===== config.mk =====
export PLATFORM = sky130hd
export DESIGN_NAME = udp_tx_pattern_gen
export DESIGN_NICKNAME = d
export VERILOG_FILES = /design/src/rtl/udp_tx_pkg.sv /design/src/rtl/udp_tx_pattern_gen.sv
export SDC_FILE = /design/constraint.sdc
export NUM_CORES = 1
export LEC_CHECK = 0
export ABC_AREA = 1
export ABC_CLOCK_PERIOD_IN_PS = 2600
export CAP_MARGIN = 20
export CORE_MARGIN = 3
export CORE_UTILIZATION = 39
export DETAILED_ROUTE_END_ITERATION = 10
export DONT_BUFFER_PORTS = 1
export MAX_ROUTING_LAYER = met4
export PLACE_DENSITY = 0.59
export SYNTH_ARGS = -nofsm -noshare
export SYNTH_HDL_FRONTEND = slang
export SYNTH_SLANG_ARGS = --single-unit

===== constraint.sdc =====
create_clock -name pUPLGlobalClk -period 2.6 [get_ports pUPLGlobalClk]
set_clock_uncertainty 0.15 [all_clocks]
set_input_delay 0.39 -clock pUPLGlobalClk [delete_from_list [all_inputs] [get_ports pUPLGlobalClk]]
set_output_delay 0.39 -clock pUPLGlobalClk [all_outputs]
set_load 0.005 [all_outputs]

===== src/rtl/udp_tx_pkg.sv =====
// Shared types and word-format helpers for the UDP transmit pattern generator.
package udp_tx_pkg;

  typedef enum logic [1:0] {
    ST_IDLE,
    ST_REQ,
    ST_SEND,
    ST_GAP
  } state_t;

  // word0 carries the sequence and length, word1 the timestamp
  localparam int HDR_WORDS = 2;

  function automatic logic [31:0] hdr_word(input logic [15:0] seq_lo, input logic [15:0] len);
    return {seq_lo, len};
  endfunction

  function automatic logic [31:0] fill_word(input logic [15:0] seq_lo, input logic [15:0] idx);
    return {seq_lo, idx};
  endfunction

  function automatic logic [15:0] clamp_len(input logic [15:0] cfg, input logic [15:0] min_len,
                                            input logic [15:0] max_len);
    if (cfg < min_len) return min_len;
    if (cfg > max_len) return max_len;
    return cfg;
  endfunction

  function automatic logic limit_ok(input logic [31:0] frames, input logic [31:0] limit);
    return (limit == 32'd0) || (frames < limit);
  endfunction

endpackage


===== src/rtl/udp_tx_pattern_gen.sv =====
// UDP send-channel traffic source: sequenced, timestamped frames separated by a
// programmable gap, with request timeout and frame/timeout statistics.
module udp_tx_pattern_gen
  import udp_tx_pkg::*;
#(
  parameter int MAX_WORDS   = 1024,
  parameter int ACK_TIMEOUT = 4096,
  parameter int MIN_WORDS   = 2
) (
  input  logic        pUPLGlobalClk,
  input  logic        Reset_n,
  input  logic        run,
  input  logic [15:0] cfg_len_words,
  input  logic [31:0] cfg_gap_cycles,
  input  logic [31:0] cfg_frame_limit,
  output logic [31:0] pUdpSend_Data,
  output logic        pUdpSend_Request,
  input  logic        pUdpSend_Ack,
  output logic        pUdpSend_Enable,
  output logic        busy,
  output logic [31:0] frames_sent,
  output logic [15:0] ack_timeouts
);

  localparam logic [15:0] MIN_LEN  = 16'(MIN_WORDS);
  localparam logic [15:0] MAX_LEN  = 16'(MAX_WORDS);
  localparam logic [15:0] HDR_LEN  = 16'(HDR_WORDS);
  localparam logic [31:0] TMO_LAST = 32'(ACK_TIMEOUT - 1);

  state_t      state, state_nxt;
  logic [31:0] seq, seq_nxt;
  logic [31:0] ts;
  logic [31:0] gap_cnt, gap_nxt;
  logic [31:0] tmo, tmo_nxt;
  logic [31:0] frames_nxt, frames_eff;
  logic [31:0] data_nxt;
  logic [15:0] len, len_nxt;
  logic [15:0] idx, idx_nxt;
  logic [15:0] timeouts_nxt;
  logic        run_d, run_rise;
  logic        req_nxt, en_nxt;

  // A fresh run starts its statistics from zero, so the limit check must see that too
  assign run_rise   = run & ~run_d;
  assign frames_eff = run_rise ? 32'd0 : frames_sent;

  always_comb begin
    state_nxt    = state;
    seq_nxt      = seq;
    len_nxt      = len;
    idx_nxt      = idx;
    gap_nxt      = gap_cnt;
    tmo_nxt      = tmo;
    frames_nxt   = frames_sent;
    timeouts_nxt = ack_timeouts;
    data_nxt     = 32'd0;
    req_nxt      = 1'b0;
    en_nxt       = 1'b0;

    case (state)
      ST_IDLE: begin
        if (run_rise) begin
          frames_nxt   = 32'd0;
          timeouts_nxt = 16'd0;
        end
        if (run && limit_ok(frames_eff, cfg_frame_limit)) begin
          state_nxt = ST_REQ;
          len_nxt   = clamp_len(cfg_len_words, MIN_LEN, MAX_LEN);
          tmo_nxt   = 32'd0;
          req_nxt   = 1'b1;
        end
      end

      ST_REQ: begin
        if (pUdpSend_Ack) begin
          state_nxt = ST_SEND;
          en_nxt    = 1'b1;
          data_nxt  = hdr_word(seq[15:0], len);
          idx_nxt   = 16'd1;
        end else if (tmo == TMO_LAST) begin
          state_nxt = ST_GAP;
          gap_nxt   = cfg_gap_cycles;
          if (ack_timeouts != 16'hFFFF) timeouts_nxt = ack_timeouts + 16'd1;
        end else begin
          tmo_nxt = tmo + 32'd1;
          req_nxt = 1'b1;
        end
      end

      // ts sampled here is the value seen during the word0 cycle
      ST_SEND: begin
        if (idx == len) begin
          state_nxt  = ST_GAP;
          gap_nxt    = cfg_gap_cycles;
          seq_nxt    = seq + 32'd1;
          frames_nxt = frames_sent + 32'd1;
        end else begin
          en_nxt   = 1'b1;
          idx_nxt  = idx + 16'd1;
          data_nxt = (idx < HDR_LEN) ? ts : fill_word(seq[15:0], idx);
        end
      end

      ST_GAP: begin
        if (gap_cnt == 32'd0) begin
          if (run && limit_ok(frames_sent, cfg_frame_limit)) begin
            state_nxt = ST_REQ;
            len_nxt   = clamp_len(cfg_len_words, MIN_LEN, MAX_LEN);
            tmo_nxt   = 32'd0;
            req_nxt   = 1'b1;
          end else begin
            state_nxt = ST_IDLE;
          end
        end else begin
          gap_nxt = gap_cnt - 32'd1;
        end
      end

      default: state_nxt = ST_IDLE;
    endcase
  end

  always_ff @(posedge pUPLGlobalClk or negedge Reset_n) begin
    if (!Reset_n) begin
      state            <= ST_IDLE;
      seq              <= 32'd0;
      ts               <= 32'd0;
      len              <= 16'd0;
      idx              <= 16'd0;
      gap_cnt          <= 32'd0;
      tmo              <= 32'd0;
      run_d            <= 1'b0;
      frames_sent      <= 32'd0;
      ack_timeouts     <= 16'd0;
      pUdpSend_Data    <= 32'd0;
      pUdpSend_Request <= 1'b0;
      pUdpSend_Enable  <= 1'b0;
      busy             <= 1'b0;
    end else begin
      state            <= state_nxt;
      seq              <= seq_nxt;
      ts               <= ts + 32'd1;
      len              <= len_nxt;
      idx              <= idx_nxt;
      gap_cnt          <= gap_nxt;
      tmo              <= tmo_nxt;
      run_d            <= run;
      frames_sent      <= frames_nxt;
      ack_timeouts     <= timeouts_nxt;
      pUdpSend_Data    <= data_nxt;
      pUdpSend_Request <= req_nxt;
      pUdpSend_Enable  <= en_nxt;
      busy             <= (state_nxt != ST_IDLE);
    end
  end

endmodule

; After elaboration in Yosys (flattened, before gate mapping)
; Index checks and enable logic that the tools add are counted.
[word_totals]
register_bits = 246
input_bits = 84
elab_cells = 133
out_inout_bits = 83
[classes]
n_lt_le_gt_ge = 5
n_addsub = 7
reduce_logical = 21
mux = 66
bitwise = 2
eq_ne = 18
[op_table]
columns = cell, n
row1 = 32-bit two-way mux, 14
row2 = 16-bit two-way mux, 15
row3 = 32-bit case mux with 3 select lines, 2
row4 = "32-bit by 1-bit adder with 32-bit output, second input constant", 4
row5 = 32-bit case mux with 2 select lines, 2
row6 = 16-bit case mux with 2 select lines, 3
row7 = 32-bit logical NOT, 2
row8 = 32-bit < comparator, 2
row9 = "16-bit by 1-bit adder with 16-bit output, second input constant", 2
row10 = "32-bit by 12-bit == test with 1-bit output, second input constant", 1
row11 = "16-bit by 2-bit < comparator with 1-bit output, second input constant", 2
row12 = "32-bit by 1-bit subtractor with 32-bit output, second input constant", 1
row13 = "2-bit != test, second input constant", 12
row14 = 1-bit two-way mux, 22
row15 = 16-bit == test, 1
row16 = "16-bit by 11-bit > comparator with 1-bit output, second input constant", 1
row17 = "16-bit != test, second input constant", 1
row18 = 2-bit two-way mux, 5
row19 = 5-bit AND reduction, 2
row20 = 2-bit nonzero test, 5
row21 = 2-bit case mux with 4 select lines, 1
row22 = 6-bit AND reduction, 1
row23 = 3-bit nonzero test, 2
row24 = "2-bit == test, second input constant", 2
row25 = 11 further kinds, 14

; Logic depth before layout (Yosys ltp)
; Gate-level depths: netlist of run 1.
[depth]
depth_word = 15
depth_mapped = 23
depth_no_buf = 21

; Worst setup path before layout of run 1
; OpenSTA, ideal clock, no wires.
[synth_path]
kind = input -> register
from = in run
to = reg tmo[27]
required_time_ns = 2.333
arrival_time_ns = 2.393
stages = 20
path_slack_ns = -0.060
path_cell_list = nand2_1 inv_1 clkbuf_1 nor2_1 ha_1 a21oi_1 nor2_1 a211oi_1 nand2_1 nand2_1 nand2_1 nand2_1 nand2_1 nand2_1 nand2_1 nand2_2 nand2_2 buf_2 nand2_1 nand2_1
[synth_via]
elab_chain_cells = 7
word_cells_on_any_way = 9
[synth_lines]
columns = element, line
row1 = from (decl), udp_tx_pattern_gen.sv:12  ; input logic run,
row2 = 1-bit AND, udp_tx_pattern_gen.sv:44  ; assign run_rise = run & ~run_d;
row3 = 32-bit two-way mux, -
row4 = 32-bit < comparator, udp_tx_pkg.sv:30  ; return (limit == 32'd0) || (frames < limit);
row5 = 1-bit logical OR, udp_tx_pkg.sv:30
row6 = 1-bit logical AND, udp_tx_pattern_gen.sv:66  ; if (run && limit_ok(frames_eff, cfg_frame_limit)) begin
row7 = 2-bit != test (no source line), -
row8 = 6-bit AND reduction (no source line) *, -
row9 = to (signal assigned), udp_tx_pattern_gen.sv:146  ; tmo <= tmo_nxt;
row10 = to (decl), udp_tx_pattern_gen.sv:34  ; logic [31:0] tmo, tmo_nxt;
; Every way passes the cells marked *; elsewhere a longest branch is shown, timed or not.
; A chain may end at the register's enable or synchronous reset.

; Worst setup path after layout of run 1
[layout_path]
from = reg run_d
to = reg tmo[28]
[layout_via]
elab_chain_cells = 8
[layout_lines]
columns = element, line
row1 = from (decl), udp_tx_pattern_gen.sv:40  ; logic run_d, run_rise;
row2 = from (signal assigned), udp_tx_pattern_gen.sv:147  ; run_d <= run;
row3 = 1-bit NOT, udp_tx_pattern_gen.sv:44
row4 = 1-bit AND, udp_tx_pattern_gen.sv:44
row5 = 32-bit two-way mux, -
row6 = 32-bit < comparator, udp_tx_pkg.sv:30
row7 = 1-bit logical OR, udp_tx_pkg.sv:30
row8 = 1-bit logical AND, udp_tx_pattern_gen.sv:66
row9 = 2-bit != test (no source line), -
row10 = 6-bit AND reduction (no source line), -
; No other way between the ends.

==> summary.txt, run 1 <==
STATUS
------------------------------------------------------------------------------------------------------
Result of the run                                                                         complete, but fails checks
Violations in the final reports                                                           negative hold slack, negative setup slack

WORST SETUP PATH
------------------------------------------------------------------------------------------------------
Standard cell with the maximum stage delay on the critical path                                dfrtp_1
Crit Path Max Fanout                                                                                11
Depth of the most critical reg-to-reg path                                                          19
Reg2Reg Launch Point                                                                             run_d
CP max stage delay                                                                             0.36 ns
Flop-to-flop setup slack                                                                      -0.17 ns
Critical Path End Type                                                                       flip-flop
Crit path cell chain                                                                      inv_1 > nand2_2 > clkinv_4 > buf_12 > buf_16 > buf_8 > nor2_4 > ha_4 > nand4_1 > nor4_2 > nand2_1 > nand2_1 > nand2_2 > nand2_4 > nand2_8 > buf_12 > buf_12 > nand3_1 > nand2_1
Critical Path RT                                                                               2.89 ns
Sort of element at the start of the critical path                                            flip-flop
Crit Path Class                                                                           flip-flop to flip-flop
Arrival time at the worst endpoint                                                             3.06 ns
Worst R2R End                                                                                  tmo[28]

STA
------------------------------------------------------------------------------------------------------
Highest achievable clock rate                                                                0.361 GHz
Slew HR                                                                                          0.622
Finish-stage setup viols                                                                            51
Final period demand of the worst path                                                          2.77 ns
Ratio of final minimum period to clock period                                                     1.07
Final WS setup                                                                               -0.173 ns
Worst hold margin                                                                            -0.626 ns
Final hold violation count                                                                         230
Worst slew pin tran                                                                           0.568 ns
Final max-slew violation count                                                                       0
Setup repair after global routing missed its margin                                                yes

SYNTHESIS
------------------------------------------------------------------------------------------------------
Count of flip-flops with a built-in enable after synthesis                                           0
Post-synthesis instance total                                                                     1998
Library cells used by synthesis                                                                     52
Synth async-reset ratio                                                                           1.00
Flop and latch count out of synthesis                                                              230
Share of the yosys chip area belonging to registers                                              0.389
Most instantiated flip-flop cell in the synthesis netlist                                      dfrtp_1
Largest family of logic cells by synthesized area                                         simple AND/OR/NAND/NOR gates
Post-synthesis share of cell area spent on xor and xnor gates                                   0.0549
Multiplexer fraction of the synthesized cell area                                              0.00296
Synthesized-area fraction occupied by adder cells                                               0.0617
Area fraction in compound gates after synthesis                                                  0.104
Post-synth design cell area                                                                  14800 µm²
Syn Area/Cell                                                                                 7.40 µm²
Basic-gate share of the synthesized area counting and, or, nand and nor cells                    0.307
Yosys synthesis warning count                                                                        0
Post-Synthesis Net Count                                                                          2155

DRT
------------------------------------------------------------------------------------------------------
Number of design rule violations left after detail routing                                           0
Via density per instance                                                                          5.18
Number of DRC violations after detailed-routing iteration 0                                        985
Antenna Nets Post-Route                                                                              0
Vias                                                                                             14.0k
Wire length per cell                                                                           16.5 µm
Number of iterations in the first detailed-routing pass                                              6
Post-detailed-routing wire length                                                             44700 µm

CLOCKING
------------------------------------------------------------------------------------------------------
Total number of H-tree levels                                                                        1
Clock tree from TritonCTS                                                                        built
Count of hold buffers inserted by post-cts repair                                                   45
Clock buffers created by TritonCTS                                                                  27
Root buffer cell                                                                             clkbuf_16
Insertion delay to the later sink of the worst-skew pair                                       0.56 ns
Number of buffers between clock root and the deepest sink                                            3
Clock transition at the register clock pins on the worst setup and hold paths after CTS        0.07 ns
Number of clock sinks                                                                              230

FINISH
------------------------------------------------------------------------------------------------------
Core Util, Final                                                                                 0.509
Number of standard cells in the layout, taps in and fillers out                                   2713
Synth-to-Final Area Change                                                                       27.1%
Multi-input gate area in the final layout                                                     8450 µm²
Layout Cell Area excl Fill                                                                   18800 µm²
# fillers                                                                                         3544
Fraction of layout cells with a size suffix above 1                                              0.179
Reg area                                                                                      5760 µm²
Count of antenna diodes in the layout                                                                0
Final net count                                                                                   2345
Most common cell after layout, fill and taps aside                                             nand2_1
Leading cell types in the layout, fill and taps excluded                                  485 x nand2_1, 228 x dfrtp_1, 222 x inv_1, 204 x nor2_1, 145 x buf_4

FLOORPLAN
------------------------------------------------------------------------------------------------------
Number of top-level design ports                                                                   167
Core area                                                                                    37000 µm²
Die width                                                                                       201 µm
Overall die height                                                                              201 µm
Overall die area                                                                             40300 µm²
Effective utilization at floorplan                                                               0.400
# rows                                                                                              70

PWR
------------------------------------------------------------------------------------------------------
P per Cell Area                                                                             905 nW/µm²
Leak                                                                                           8.74 nW
Worst IR Drop VDD                                                                             0.606 mV
Total design power                                                                             17.0 mW

PLACEMENT
------------------------------------------------------------------------------------------------------
Final Wtd Congestion                                                                             0.911
DPL Wire Length                                                                               30800 µm
Post-placement setup slack                                                                   -0.234 ns
Post-placement cell count                                                                         2582
Dpl cell area                                                                                16200 µm²
Buffers added on ports                                                                               0

FLOW RUN
------------------------------------------------------------------------------------------------------
Number of maximum-capacitance constraint violations                                                  0

GRT
------------------------------------------------------------------------------------------------------
GRT Util Overall                                                                                 0.214
Maximum number of pins on one net before global-route repair                                       231
Vias in the first global route                                                                   13.5k
Initial antenna violation count                                                                      0
Wire length of the first global-routing pass                                                  70100 µm
Overflow after GRT                                                                                   0

HOLD PATH
------------------------------------------------------------------------------------------------------
Tightest Hold Check Type                                                                  input port to asynchronous set/reset pin

[Yosys cell counts (10+ instances only)]
library cell	n	area (µm²)
buf_2	18	90.1
o21ai_0	102	510
xor2_1	64	561
nor4_1	32	200
nor3_1	51	255
ha_1	73	913
nand3_1	97	485
o21ai_1	16	80.1
inv_1	226	848
nor3_2	10	100
nand2_2	17	106
nor2_1	226	848
dfrtp_1	230	5760
nand4_1	39	244
a31oi_1	10	62.6
xnor2_1	25	219
nand2_1	501	1880
a21oi_1	122	611
o31ai_1	11	82.6
clkbuf_1	31	116
[critical path, delay by kind of cell, from the launching register on]
kind / cells / cell delay [ns]
simple gates: 11 / 1.07
flops: 1 / 0.36
buf+inv: 7 / 0.80
fa+ha+maj: 1 / 0.25
[worst max path at each step]
stage               slack [ns]  endpoint  start  cells after the start
floorplan                 0.04   tmo[27]    run                     20
global placement         -0.17   tmo[31]  run_d                     20
detailed placement       -0.23    len[4]    run                     22
CTS                      -0.08    tmo[7]  run_d                     21
global route             -0.28    tmo[8]  run_d                     19
finish                   -0.17   tmo[28]  run_d                     19
[layer usage]
layer / GRT usage / routed length, µm
met4: 0.0464 / 981
met3: 0.0292 / 1920
met5: - / 0
met1: 0.284 / 20200
met2: 0.351 / 21600
[what timing repair did]
| item | 4_1_cts | 5_1_grt |
|---|---|---|
| setup buffers | 6 | 18 |
| setup endpoints to repair | 62 | 107 |
| gates cloned | 5 | 8 |
| pin swaps | 11 | 24 |
| hold endpoints to repair | 274 | 230 |
| resized for setup | 44 | 121 |
[sequential cells by signal, summed over array words and instances (netlist names)]
name and flops:
gap_cnt 32, seq 16, pUdpSend_Data 32, run_d 1, tmo 32, len 16, state 2, pUdpSend_Request 1
ts 32, pUdpSend_Enable 1, frames_sent 32, busy 1, idx 16, ack_timeouts 16
[through the flow]
stage,hold slack [ns],setup TNS [ns]
2_1_floorplan,-0.0556,0
3_3_place_gp,-0.0411,-7.93
3_5_place_dp,-0.0425,-10.38
4_1_cts,-0.647,-2.55
5_1_grt,-0.648,-13.28
6_report,-0.626,-6.70
[report_power, final]
group	switching, mW	internal, mW
logic	4.98	3.24
registers	0.660	4.18
clock network	1.60	2.36
[cells by family after synthesis]
group	count (synthesis)
AOI/OAI and AO/OA	282
xor gates and xnor gates	91
adders and majority gates	73
buffers and inverters	299
DFF	230
muxes	4
and+or+nand+nor	1019
[layout make-up]
class | instances | area share
sequential | 230 | 0.306
clock inverter | 14 | 0.00885
inverter | 238 | 0.0490
timing repair buffer | 220 | 0.112
multi-input combinational | 1470 | 0.449
timing repair inverter | 1 | 0.000466
clock buffer | 36 | 0.0404
tap | 504 | 0.0335
Note: power is estimated with default switching activity, not from simulation.
==> run 2: changes to the inputs <==
--- a/config.mk
+++ b/config.mk
@@ -12,6 +12,7 @@
 export CORE_UTILIZATION = 39
 export DETAILED_ROUTE_END_ITERATION = 10
 export DONT_BUFFER_PORTS = 1
+export HOLD_SLACK_MARGIN = 0.05
 export MAX_ROUTING_LAYER = met4
 export PLACE_DENSITY = 0.59
 export SYNTH_ARGS = -nofsm -noshare
==> summary.txt, run 2 (synthesis results as in run 1) <==
STATUS
------------------------------------------------------------------------------------------------------
Result of the run                                                                         complete, but fails checks
Violations in the final reports                                                           negative hold slack, negative setup slack

PWR
------------------------------------------------------------------------------------------------------
Net Sw Power                                                                                   7.22 mW
Switching part of the total power                                                                0.426
P per Cell Area                                                                             902 nW/µm²
Part of the total power dissipated in sequential elements                                        0.286
Combinational share of power                                                                     0.480
Clock Power Share                                                                                0.234
Worst IR Drop VDD                                                                             0.606 mV
Cell-internal power                                                                            9.71 mW
Leak                                                                                           8.73 nW

FINISH
------------------------------------------------------------------------------------------------------
Count of antenna diodes in the layout                                                                0
Leading cell types in the layout, fill and taps excluded                                  486 x nand2_1, 228 x dfrtp_1, 222 x inv_1, 204 x nor2_1, 145 x buf_4
Synth-to-Final Area Change                                                                       26.9%
# fillers                                                                                         3546
Fraction of layout cells with a size suffix above 1                                              0.178
Final net count                                                                                   2345
Most common cell after layout, fill and taps aside                                             nand2_1
Layout Cell Area excl Fill                                                                   18800 µm²

WORST SETUP PATH
------------------------------------------------------------------------------------------------------
Arrival time at the worst endpoint                                                             3.06 ns
Sort of element at the start of the critical path                                            flip-flop
Crit path cell chain                                                                      inv_1 > nand2_2 > clkinv_4 > buf_12 > buf_16 > buf_8 > nor2_4 > ha_4 > nand4_1 > nor4_2 > nand2_1 > nand2_1 > nand2_2 > nand2_4 > nand2_8 > buf_12 > buf_12 > nand3_1 > nand2_1
Critical Path End Type                                                                       flip-flop
CP max stage delay                                                                             0.36 ns
Family with the most delay on the worst path                                              simple AND/OR/NAND/NOR gates
Standard cell with the maximum stage delay on the critical path                                dfrtp_1
Bufs and invs on worst path                                                                          7
Critical Path RT                                                                               2.89 ns
Crit Path Class                                                                           flip-flop to flip-flop
Crit Path Max Fanout                                                                                11

FLOORPLAN
------------------------------------------------------------------------------------------------------
Number of top-level design ports                                                                   167
# rows                                                                                              70
Die width                                                                                       201 µm
Effective utilization at floorplan                                                               0.400
Core area                                                                                    37000 µm²
Overall die height                                                                              201 µm
Overall die area                                                                             40300 µm²

FLOW RUN
------------------------------------------------------------------------------------------------------
Number of maximum-capacitance constraint violations                                                  0

CLOCKING
------------------------------------------------------------------------------------------------------
Clock tree from TritonCTS                                                                        built
Root buffer cell                                                                             clkbuf_16
Clock buffers created by TritonCTS                                                                  27
Total number of H-tree levels                                                                        1
Clock transition at the register clock pins on the worst setup and hold paths after CTS        0.07 ns
Count of hold buffers inserted by post-cts repair                                                   46
Number of buffers between clock root and the deepest sink                                            3
Insertion delay to the later sink of the worst-skew pair                                       0.56 ns
Number of clock sinks                                                                              230

PLACEMENT
------------------------------------------------------------------------------------------------------
Final Wtd Congestion                                                                             0.911
Post-placement setup slack                                                                   -0.234 ns
Dpl cell area                                                                                16200 µm²
DPL Wire Length                                                                               30800 µm
Buffers added on ports                                                                               0

STA
------------------------------------------------------------------------------------------------------
Ratio of final minimum period to clock period                                                     1.06
Highest achievable clock rate                                                                0.361 GHz
Worst slew pin tran                                                                           0.568 ns
Final WS setup                                                                               -0.166 ns
Final period demand of the worst path                                                          2.77 ns
Setup repair after global routing missed its margin                                                yes
Final max-slew violation count                                                                       0
Slew HR                                                                                          0.621
Finish-stage setup viols                                                                            51
Final hold violation count                                                                         230
Worst hold margin                                                                            -0.627 ns

HOLD PATH
------------------------------------------------------------------------------------------------------
Tightest Hold Check Type                                                                  input port to asynchronous set/reset pin

DRT
------------------------------------------------------------------------------------------------------
Post-detailed-routing wire length                                                             44700 µm
Number of design rule violations left after detail routing                                           0
Antenna Nets Post-Route                                                                              0
Wire length per cell                                                                           16.5 µm
Number of iterations in the first detailed-routing pass                                              6
Number of DRC violations after detailed-routing iteration 0                                        922
Via density per instance                                                                          5.18
Vias                                                                                             14.1k

GRT
------------------------------------------------------------------------------------------------------
GRT Util Overall                                                                                 0.214
Overflow after GRT                                                                                   0
Initial antenna violation count                                                                      0
Maximum number of pins on one net before global-route repair                                       231
Wire length of the first global-routing pass                                                  70100 µm
Vias in the first global route                                                                   13.5k

## run 2: cell count changes in the layout (fill, tap and decap cells not counted), sizes merged
cell	change
clkbuf	-1
dlygate4sd3	+1
## run 2: layout make-up
cell class / instances / area (µm²) / area share
Tap cell: 504 / 631 / 0.0336
Inverter: 238 / 921 / 0.0490
Clock buffer: 36 / 759 / 0.0404
Timing Repair inverter: 1 / 8.76 / 0.000466
Sequential cell: 230 / 5760 / 0.307
Timing Repair Buffer: 220 / 2090 / 0.112
Multi-Input combinational cell: 1470 / 8440 / 0.449
Clock inverter: 14 / 166 / 0.00886
## run 2: power groups by stage
stage / logic (mW) / registers, mW / clock network (mW)
CTS: 7.08 / 4.82 / 4.06
finish: 8.13 / 4.84 / 3.96
floorplan: 4.30 / 4.76 / 0
global route: 8.92 / 4.91 / 4.20
detailed placement: 6.57 / 4.87 / 0
global placement: 6.45 / 4.86 / 0
## run 2: worst paths after layout
| path | start | endpoint | slack [ns] | depth (start not counted) |
|---|---|---|---|---|
| worst max-delay path | run_d | tmo[28] | -0.17 | 19 |
| worst min-delay path | Reset_n | frames_sent[8] | -0.63 | 0 |
| worst max register to register | run_d | tmo[28] | -0.17 | 19 |
| worst min register to register | ts[16] | ts[16] | 0.32 | 1 |
| max in group asynchronous | Reset_n | gap_cnt[4] | 2.39 | 0 |
| min in group pUPLGlobalClk | pUdpSend_Ack | state[0] | 0.08 | 5 |
## run 2: metal layers
metal  vias up  track usage  wire length, µm
met5         -            -                0
met4         0       0.0477             1020
met3        73       0.0281             2020
met2       387        0.350            21500
met1      6704        0.285            20200
li1       6894            -                -
## run 2: timing repair
item,in CTS,in global routing
buffers inserted,6,18
gates resized for setup,44,119
endpoints found under the setup margin,62,107
pin swaps,11,23
hold endpoints to repair,275,230
cloned,5,7
## run 2: stage by stage
step                power [mW]  TNS, ns  hold WS (ns)   util  cells
finish                    16.9    -6.54        -0.627  0.508   2713
global route              18.0   -13.26        -0.648  0.508   2713
CTS                       16.0    -2.55        -0.647  0.486   2689
detailed placement        11.4   -10.38       -0.0425  0.439   2582
global placement          11.3    -7.93       -0.0411  0.439   2582
floorplan                 9.06        0       -0.0556      -   1998
==> run 3: changes to the inputs <==
--- a/config.mk
+++ b/config.mk
@@ -13,7 +13,6 @@
 export DETAILED_ROUTE_END_ITERATION = 10
 export DONT_BUFFER_PORTS = 1
 export HOLD_SLACK_MARGIN = 0.05
-export MAX_ROUTING_LAYER = met4
 export PLACE_DENSITY = 0.59
 export SYNTH_ARGS = -nofsm -noshare
 export SYNTH_HDL_FRONTEND = slang
==> summary.txt, run 3 (synthesis results as in run 1) <==
GRT
------------------------------------------------------------------------------------------------------
Vias in the first global route                                                                   13.3k
Overflow after GRT                                                                                   0
Wire length of the first global-routing pass                                                  69800 µm
Maximum number of pins on one net before global-route repair                                       231
GRT Util Overall                                                                                 0.207
Initial antenna violation count                                                                      1

WORST SETUP PATH
------------------------------------------------------------------------------------------------------
Sort of element at the start of the critical path                                            flip-flop
Standard cell with the maximum stage delay on the critical path                                dfrtp_2
CP max stage delay                                                                             0.45 ns
Arrival time at the worst endpoint                                                             2.99 ns
Crit path cell chain                                                                      ha_1 > nand2_1 > nor2_2 > nand4_1 > nor4_1 > nand2_1 > nand2_1 > nand2_1 > buf_4 > nand3_2 > nand2_4 > buf_4 > nand3b_1 > nand2_1
Family with the most delay on the worst path                                              simple AND/OR/NAND/NOR gates
Bufs and invs on worst path                                                                          2
Crit Path Max Fanout                                                                                11
Critical Path RT                                                                               2.90 ns
Crit Path Class                                                                           flip-flop to flip-flop
Number of gates on the worst path with buffers counted                                              14
Critical Path End Type                                                                       flip-flop
Flop-to-flop setup slack                                                                      -0.09 ns
Depth of the most critical reg-to-reg path                                                          14
Cell repeated most along the worst path                                                        nand2_1

CLOCKING
------------------------------------------------------------------------------------------------------
Clock tree from TritonCTS                                                                        built
Count of hold buffers inserted by post-cts repair                                                   46
Clock buffers created by TritonCTS                                                                  28
Number of buffers between clock root and the deepest sink                                            3
Root buffer cell                                                                             clkbuf_16
Insertion delay to the later sink of the worst-skew pair                                       0.57 ns
Number of clock sinks                                                                              230
Total number of H-tree levels                                                                        1
Clock transition at the register clock pins on the worst setup and hold paths after CTS        0.07 ns

STATUS
------------------------------------------------------------------------------------------------------
Result of the run                                                                         complete, but fails checks
Violations in the final reports                                                           negative hold slack, negative setup slack

DRT
------------------------------------------------------------------------------------------------------
Post-detailed-routing wire length                                                             43400 µm
Number of DRC violations after detailed-routing iteration 0                                       1032
Via density per instance                                                                          5.12
Number of design rule violations left after detail routing                                           0
Number of iterations in the first detailed-routing pass                                              5
Antenna Nets Post-Route                                                                              0
Vias                                                                                             13.9k
Wire length per cell                                                                           16.0 µm

PLACEMENT
------------------------------------------------------------------------------------------------------
Final Wtd Congestion                                                                             0.885
DPL Wire Length                                                                               31100 µm
Buffers added on ports                                                                               0

PWR
------------------------------------------------------------------------------------------------------
Total design power                                                                             17.1 mW
Worst IR Drop VDD                                                                             0.617 mV
P per Cell Area                                                                             916 nW/µm²
Leak                                                                                           8.66 nW

FLOORPLAN
------------------------------------------------------------------------------------------------------
Die width                                                                                       201 µm
Overall die height                                                                              201 µm
# rows                                                                                              70
Effective utilization at floorplan                                                               0.400
Overall die area                                                                             40300 µm²
Core area                                                                                    37000 µm²
Number of top-level design ports                                                                   167

STA
------------------------------------------------------------------------------------------------------
Worst hold margin                                                                            -0.634 ns
Finish-stage setup viols                                                                            48
Ratio of final minimum period to clock period                                                     1.04
Slew HR                                                                                          0.503
Setup repair after global routing missed its margin                                                yes
Final period demand of the worst path                                                          2.69 ns
Final hold violation count                                                                         230
Final max-slew violation count                                                                       0
Worst slew pin tran                                                                           0.746 ns
Highest achievable clock rate                                                                0.371 GHz
Final WS setup                                                                              -0.0932 ns

HOLD PATH
------------------------------------------------------------------------------------------------------
Tightest Hold Check Type                                                                  input port to asynchronous set/reset pin

FLOW RUN
------------------------------------------------------------------------------------------------------
Number of maximum-capacitance constraint violations                                                  0

FINISH
------------------------------------------------------------------------------------------------------
Synth-to-Final Area Change                                                                       26.3%
Most common cell after layout, fill and taps aside                                             nand2_1
Leading cell types in the layout, fill and taps excluded                                  462 x nand2_1, 226 x dfrtp_1, 223 x inv_1, 200 x nor2_1, 143 x buf_4
Fraction of layout cells with a size suffix above 1                                              0.184
Final net count                                                                                   2338
Count of antenna diodes in the layout                                                                0
# fillers                                                                                         3627

[run 3: area by class of cell]
cell class                 count  area [µm²]  share of cell area
sequential                   230        5760               0.308
tap                          504         631              0.0338
timing repair buffer         212        1920               0.103
clock buffer                  33         759              0.0407
multi-input combinational   1470        8400               0.450
timing repair inverter         1        11.3            0.000603
inverter                     238         917              0.0491
clock inverter                19         277              0.0148
[run 3: worst register-to-register path, stage by stage (launching register included)]
cell and delay, ns:
dfrtp_2 0.45, ha_1 0.31, nand2_1 0.07, nor2_2 0.14, nand4_1 0.18, nor4_1 0.31
nand2_1 0.09, nand2_1 0.07, nand2_1 0.12, buf_4 0.17, nand3_2 0.09, nand2_4 0.11
buf_4 0.20, nand3b_1 0.08, nand2_1 0.06
[run 3: path summary, 6_finish.rpt]
path,from,endpoint
max,frames_sent[31],len[7]
min in group pUPLGlobalClk,run,len[0]
min,Reset_n,frames_sent[10]
max in group asynchronous,Reset_n,frames_sent[25]
max reg2reg,frames_sent[31],len[7]
min reg2reg,ts[30],ts[30]
[run 3: what timing repair did]
item / in CTS / in global routing
pin swaps: 10 / 44
gates cloned: 2 / 4
endpoints found under the hold margin: 277 / 230
setup endpoints to repair: 53 / 104
resized for setup: 33 / 138
setup buffers: 4 / 16
[run 3: routing by layer]
metal	GRT usage	vias up	share of wire
met4	0.0497	2	0.024
li1	-	6872	-
met1	0.290	6624	0.47
met2	0.340	301	0.47
met5	0	-	0.00021
met3	0.0271	66	0.039
[run 3: stage by stage]
| step | instances | setup TNS, ns | utilization | cell area, µm² | setup slack [ns] |
|---|---|---|---|---|---|
| 2_1_floorplan | 1998 | 0 | - | 14800 | 0.0416 |
| 3_3_place_gp | 2585 | -7.74 | 0.440 | 16300 | -0.172 |
| 3_5_place_dp | 2585 | -12.52 | 0.440 | 16300 | -0.280 |
| 4_1_cts | 2689 | -4.04 | 0.486 | 18000 | -0.116 |
| 5_1_grt | 2707 | -12.60 | 0.505 | 18700 | -0.273 |
| 6_report | 2707 | -3.10 | 0.505 | 18700 | -0.0932 |
[run 3: power breakdown]
| part | total (mW) | internal [mW] | leakage (nW) | switching [mW] |
|---|---|---|---|---|
| Clock | 4.36 | 2.70 | 0.508 | 1.66 |
| Combinational | 7.90 | 3.06 | 5.06 | 4.84 |
| Sequential | 4.85 | 4.18 | 3.10 | 0.669 |
